==> src/rtl/store_buffer.sv <==
// -----------------------------------------------------------------------------
// store_buffer
//
// Write-back buffer between the data-cache stage and the memory arbiter's data
// port. Evicted dirty lines are queued with their addresses and drained to
// memory in FIFO order over the petitionMem/serviceReady handshake. A
// combinational lookup port returns buffered line data, so a read miss never
// has to wait for a pending write to reach memory.
//
// Ports
//   clk           in   rising-edge clock
//   reset         in   asynchronous, active-high; clears all state
//   push_valid    in   cache stage offers an evicted line
//   push_addr     in   byte address of the line (low 5 bits ignored)
//   push_data     in   line contents
//   push_ready    out  buffer can accept a line (registered count < depth)
//   lookup_addr   in   address of a pending read miss
//   lookup_hit    out  some valid entry holds that line (combinational)
//   lookup_data   out  newest matching entry's data, 0 on miss (combinational)
//   petitionMem   out  write request to the arbiter
//   addressMem    out  head entry line address, low 5 bits zero
//   dataWriteMem  out  head entry data
//   weMem         out  write enable, same as petitionMem
//   serviceReady  in   memory completion pulse for the current petition
//   count         out  number of valid entries
//   empty         out  count == 0
// -----------------------------------------------------------------------------
module store_buffer #(
  parameter int cache_line_width = 256,
  parameter int addr_width       = 16,
  parameter int depth            = 4
) (
  input  logic                          clk,
  input  logic                          reset,
  input  logic                          push_valid,
  input  logic [addr_width-1:0]         push_addr,
  input  logic [cache_line_width-1:0]   push_data,
  output logic                          push_ready,
  input  logic [addr_width-1:0]         lookup_addr,
  output logic                          lookup_hit,
  output logic [cache_line_width-1:0]   lookup_data,
  output logic                          petitionMem,
  output logic [addr_width-1:0]         addressMem,
  output logic [cache_line_width-1:0]   dataWriteMem,
  output logic                          weMem,
  input  logic                          serviceReady,
  output logic [$clog2(depth+1)-1:0]    count,
  output logic                          empty
);

  localparam int offsetBits = 5;
  localparam int tagWidth   = addr_width - offsetBits;
  localparam int ptrWidth   = $clog2(depth);
  localparam int countWidth = $clog2(depth + 1);

  typedef logic [ptrWidth-1:0] ptrT;
  typedef logic [tagWidth-1:0] tagT;

  typedef enum logic [1:0] {
    IDLE = 2'd0,
    REQ  = 2'd1,
    GAP  = 2'd2
  } drainStateT;

  // ---------------------------------------------------------------------------
  // Storage
  // ---------------------------------------------------------------------------
  logic [depth-1:0]            validQ;
  tagT                         tagMem  [depth];
  logic [cache_line_width-1:0] dataMem [depth];
  ptrT                         headQ;
  ptrT                         tailQ;
  logic [countWidth-1:0]       countQ;
  drainStateT                  stateQ;
  drainStateT                  stateD;

  tagT  pushTag;
  tagT  lookupTag;
  logic pushAccept;
  logic popHead;
  logic coalesceHit;
  ptrT  coalesceIdx;
  logic doAppend;
  ptrT  writeIdx;
  logic lookupMatch;
  ptrT  lookupIdx;

  assign pushTag   = push_addr[addr_width-1:offsetBits];
  assign lookupTag = lookup_addr[addr_width-1:offsetBits];

  // Readiness depends on registered count only, so a pop on the same edge
  // never opens a slot for a push when full.
  assign push_ready = (countQ < countWidth'(depth));
  assign pushAccept = push_valid & push_ready;
  assign popHead    = (stateQ == REQ) & serviceReady;

  // ---------------------------------------------------------------------------
  // Coalesce search. Entries are walked from head toward tail so the last match
  // found is the newest. The head is excluded while its petition is in flight,
  // because memory may already be consuming that data.
  // ---------------------------------------------------------------------------
  always_comb begin
    ptrT idx;
    // NOTE: every signal assigned here gets a default first; a path that leaves
    // one unassigned would infer a latch.
    coalesceHit = 1'b0;
    coalesceIdx = '0;
    idx         = '0;
    for (int i = 0; i < depth; i++) begin
      idx = headQ + ptrT'(i);
      if (validQ[idx] && (tagMem[idx] == pushTag) &&
          !((idx == headQ) && (stateQ == REQ))) begin
        coalesceHit = 1'b1;
        coalesceIdx = idx;
      end
    end
  end

  assign doAppend = pushAccept & ~coalesceHit;
  assign writeIdx = coalesceHit ? coalesceIdx : tailQ;

  // ---------------------------------------------------------------------------
  // Lookup: same head-to-tail walk so the entry nearest the tail wins. Reads
  // only registered state, so a push on the current edge is not yet visible.
  // ---------------------------------------------------------------------------
  always_comb begin
    ptrT idx;
    lookupMatch = 1'b0;
    lookupIdx   = '0;
    idx         = '0;
    for (int i = 0; i < depth; i++) begin
      idx = headQ + ptrT'(i);
      if (validQ[idx] && (tagMem[idx] == lookupTag)) begin
        lookupMatch = 1'b1;
        lookupIdx   = idx;
      end
    end
  end

  assign lookup_hit  = lookupMatch;
  assign lookup_data = lookupMatch ? dataMem[lookupIdx] : '0;

  // ---------------------------------------------------------------------------
  // Control state: valid bits, pointers, count.
  // A pop and an append never target the same slot: that would need
  // head == tail with count at 0 (nothing to pop) or at depth (push refused).
  // ---------------------------------------------------------------------------
  always_ff @(posedge clk or posedge reset) begin
    if (reset) begin
      validQ <= '0;
      headQ  <= '0;
      tailQ  <= '0;
      countQ <= '0;
    end else begin
      // NOTE: sequential state uses non-blocking assignments so every register
      // samples the pre-edge values regardless of statement order.
      if (popHead) begin
        validQ[headQ] <= 1'b0;
        headQ         <= headQ + ptrT'(1);
      end
      if (doAppend) begin
        validQ[tailQ] <= 1'b1;
        tailQ         <= tailQ + ptrT'(1);
      end
      countQ <= countQ + countWidth'(doAppend) - countWidth'(popHead);
    end
  end

  // NOTE: the line storage is deliberately not reset; the cleared valid bits
  // hide stale contents from every output.
  always_ff @(posedge clk) begin
    if (pushAccept) begin
      tagMem[writeIdx]  <= pushTag;
      dataMem[writeIdx] <= push_data;
    end
  end

  // ---------------------------------------------------------------------------
  // Drain FSM
  // ---------------------------------------------------------------------------
  always_ff @(posedge clk or posedge reset) begin
    if (reset) begin
      stateQ <= IDLE;
    end else begin
      stateQ <= stateD;
    end
  end

  always_comb begin
    stateD = stateQ;
    unique case (stateQ)
      IDLE: if (countQ != '0) stateD = REQ;
      REQ:  if (serviceReady) stateD = GAP;
      GAP:  stateD = (countQ != '0) ? REQ : IDLE;
      default: stateD = IDLE;
    endcase
  end

  // ---------------------------------------------------------------------------
  // Memory-side outputs, all decoded from registered state. The head is never
  // overwritten during REQ, so address and data stay stable for the petition.
  // ---------------------------------------------------------------------------
  assign petitionMem  = (stateQ == REQ);
  assign weMem        = petitionMem;
  assign addressMem   = validQ[headQ] ? {tagMem[headQ], {offsetBits{1'b0}}} : '0;
  assign dataWriteMem = validQ[headQ] ? dataMem[headQ] : '0;
  assign count        = countQ;
  assign empty        = (countQ == '0);

endmodule
==> config.mk <==
export PLATFORM = sky130hd
export DESIGN_NAME = store_buffer
export DESIGN_NICKNAME = d
export VERILOG_FILES = /design/src/rtl/store_buffer.sv
export SDC_FILE = /design/constraint.sdc
export NUM_CORES = 2
export LEC_CHECK = 0
export ABC_AREA = 1
export BUFFER_PORTS_ARGS = -buffer_cell sky130_fd_sc_hd__clkbuf_2
export CAP_MARGIN = 20
export CORE_MARGIN = 3
export CORE_UTILIZATION = 30
export CTS_BUF_LIST = sky130_fd_sc_hd__clkbuf_8 sky130_fd_sc_hd__clkbuf_16
export CTS_CLUSTER_DIAMETER = 40
export DETAILED_ROUTE_END_ITERATION = 12
export PLACE_DENSITY_LB_ADDON = 0.05
export SYNTH_ARGS = -nofsm -noshare
export SYNTH_HDL_FRONTEND = slang
export SYNTH_SLANG_ARGS = --single-unit
==> constraint.sdc <==
create_clock -name clk -period 34.2 [get_ports clk]
set_input_delay 3.42 -clock clk [delete_from_list [all_inputs] [get_ports clk]]
set_output_delay 3.42 -clock clk [all_outputs]
set_load 0.05 [all_outputs]
==> results by group <==
STA
  – Final Skew: 0.0653 ns
  – Fmax: 75.1 MHz
  – Sum of negative setup slack: 0 ns
  – Max Slew Vio Count: 0
  – Max_slew headroom: 15.1%
  – Final hold vios: 0
  – RSZ-0062 raised after global routing: no
  – Fin crit share: 38.9%
  – Hold Slack: 0.462 ns
  – # setup viols final: 0
  – Crit path time final: 13.32 ns
  – Worst slew pin tran: 1.27 ns

Floorplan
  – Core footprint: 0.191 mm2
  – Row cnt: 160
  – Die width: 446 um
  – Die Ht: 446 um
  – I/O pin count: 828
  – Initial core utilization: 30.4%
  – Die ar.: 0.199 mm2

Place
  – IO Port Bufs: 812
  – Gpl congestion: 0.866
  – Post-detail-place hpwl: 135,000 um

Logic synthesis
  – Yosys top cell by area: edfxtp_1
  – Post-synth ARST share: 1.20%
  – Yosys synthesis warning count: 0
  – Mapped Avg Cell Area: 8.74 um2
  – Library cells used by synthesis: 37
  – Largest cells by area after synthesis: edfxtp_1 (55%), nand2_1 (8.7%), nand3_1 (8.2%), inv_1 (7.0%), a21oi_1 (6.7%)
  – Number of synthesized flops with an enable pin: 1,068
  – Top_reg_cell synth: edfxtp_1
  – Seq/Total Area, Yosys: 55.8%
  – Mapped Cells: 6,648
  – Post-synth top area share: 55.2%
  – Mapped cell area: 0.0581 mm2
  – Seq cells post-synth: 1,081

Clock network
  – Post-CTS sizing: 0
  – Clk root buf: clkbuf_16
  – Clock sinks: 1,081
  – Clock Latency Late Sink: 0.84 ns
  – CTS Buffer Depth: 3
  – Hold buffers post-CTS: 0
  – CTS tree: done
  – CTS clock-pin slew for the worst setup and hold paths: 0.05 ns
  – H-tree Lvls: 4
  – CTS Buf Count: 226
  – Setup repair bufs after CTS: 0

Global route
  – Vias in the first global route: 48,028
  – Initial antenna violation count: 60
  – Grt ovf: 0
  – First-pass GRT wire length: 329,000 um
  – Largest net degree at the start of global routing: 198
  – Total track usage: 22.4%

Power and ir drop
  – P_leak: 32.5 nW
  – Peak supply drop: 79.3 uV
  – Power density over cell area: 98.4 mW/mm2

Worst setup path
  – CP max stage delay: 0.93 ns
  – Kind of cell adding the most delay to the critical path: buffers and inverters
  – Crit path launch type: flip-flop
  – CP Capture Type: output pin
  – Reg2Reg Setup Slack: 26.32 ns
  – CP max FO: 96
  – CP Data Arrival Time: 9.90 ns
  – Worst path cell trace: inv_8, ha_1, buf_4, inv_1, nand3_1, nand2_1, nand2_1, nand2_1, nand2_1, nor2_1, inv_1, nor2_2, nand2_1, nand2_1, nand2_8, nand2_8, buf_4, buf_4, buf_4, nand2_1, nand3_1, a21oi_1, clkbuf_2
  – Setup CP Type: flip-flop to output pin
  – Worst path required time: 30.78 ns
  – Crit-path most repeated cell: nand2_1
  – Slowest CP cell: buf_4
  – Worst path bufs/invs: 8

Routing
  – Vias per cell: 4.94
  – DRC violations left: 0
  – DR iter-0 viols: 3,050
  – Routed vias: 49,507
  – Routed WL per cell: 23.0 um
  – First drt pass iteration count: 7
  – Final WL: 230,000 um
  – DRT antenna net count: 0

Flow run
  – Max-cap violations: 0

Final layout
  – Synthesis-to-layout area growth: 22.9%
  – Fin nets: 7,585
  – Layout cell share with drive strength beyond 1: 16.9%

Min path
  – Hold WC Path Type: flip-flop to flip-flop

Status
  – Outcome: complete, no violations
-- cells in the final DEF (no fill, tap or decap), drive strengths merged, types with 5 or more instances in the layout --
| master | count |
|---|---|
| conb | 5 |
| clkinvlp | 26 |
| inv | 1125 |
| nand4 | 11 |
| clkinv | 95 |
| diode | 27 |
| nand3b | 260 |
| nand2 | 1355 |
| o21ai | 522 |
| a21oi | 776 |
| buf | 72 |
| ha | 10 |
| nand3 | 954 |
| edfxtp | 1068 |
| bufinv | 28 |
| clkbuf | 1045 |
| xor2 | 23 |
| nor3 | 7 |
| nor2 | 71 |
| dfrtp | 13 |
-- power by group --
part / switching (mW) / internal, mW
Combinational: 2.47 / 0.632
Sequential: 0.0687 / 1.67
Clock: 0.744 / 1.43
Total: 3.29 / 3.73
-- registers in the layout, summed over array words and instances, names as in the netlist --
name / flops
dataMem: 1024
tagMem: 44
validQ: 4
count: 3
headQ: 2
stateQ: 2
tailQ: 2
-- final cells by class --
type / instances / area, um2
fill: 19442 / 120000
sequential: 1081 / 32400
multi-input combinational: 4009 / 19300
clock buffer: 233 / 5800
timing repair buffer: 884 / 4730
inverter: 1080 / 4100
tap: 2511 / 3140
clock inverter: 194 / 1860
antenna: 27 / 67.6
-- worst register-to-register path: stages (launching register included) --
cell	delay [ns]
dfrtp_4	0.68
inv_8	0.60
ha_1	0.42
buf_4	0.26
inv_1	0.81
nand3_1	0.21
nand2_1	0.16
xor2_1	0.40
nor2_1	0.08
nand3_1	0.08
nor2_1	0.10
inv_1	0.07
nand2_1	0.04
nor2_1	0.35
nor2_1	0.11
nand2_1	0.08
nand2_1	0.12
nor2_4	0.71
buf_4	0.78
buf_4	0.72
buf_4	0.66
-- kinds of logic after synthesis --
group,after synthesis,synth area share [%]
simple gates,2664,21.1
buf+inv,1562,11.2
compound gates,1304,11.3
flops,1081,55.8
xor+xnor,25,0.377
fa+ha+maj,11,0.250
other cells,1,0.00646
-- metal layers --
layer / wire length [um] / global-route usage (%) / part of all wire, %
met4: 11300 / 11.3 / 4.9
met1: 93000 / 26.7 / 40
met5: 169 / 0 / 0.073
met2: 113000 / 38.3 / 49
met3: 12300 / 4.37 / 5.3
-- cells in the mapped netlist, drive strengths merged, types with 2 or more instances --
master,count
xor2,23
edfxtp,1068
a21oi,776
o21ai,522
nor3,7
buf,266
nand3b,260
clkbuf,216
nand2b,2
and2,2
nor2,71
nand3,954
nand2,1355
dfrtp,13
nand4,11
xnor2,2
o211ai,2
inv,1080
ha,10
-- through the flow --
step           setup WS [ns]  cell area (um2)  instances  total power [mW]  util [%]
2_1_floorplan          17.60            58100       6652              3.98         -
6_report               20.88            71400      10019              7.02      37.3
3_3_place_gp           21.15            63600       9564              4.91      33.3
5_1_grt                20.27            71300      10013              7.41      37.3
4_1_cts                20.72            71300       9991              7.11      37.3
3_5_place_dp           21.15            63600       9564              4.91      33.3
-- path summary, 6_finish.rpt --
kind / from / endpoint / depth (start not counted)
max: headQ[1]$_DFFE_PP0P_ / lookup_data[35] / 23
min: stateQ[0]$_DFFE_PP0P_ / stateQ[0]$_DFFE_PP0P_ / 1
max reg2reg: headQ[1]$_DFFE_PP0P_ / dataMem[3][152]$_DFFE_PP_ / 20
min reg2reg: stateQ[0]$_DFFE_PP0P_ / stateQ[0]$_DFFE_PP0P_ / 1
max in group asynchronous: reset / headQ[0]$_DFFE_PP0P_ / 2
min in group asynchronous: reset / validQ[0]$_DFF_PP0_ / 2
Note: power is estimated with default switching activity, not from simulation.
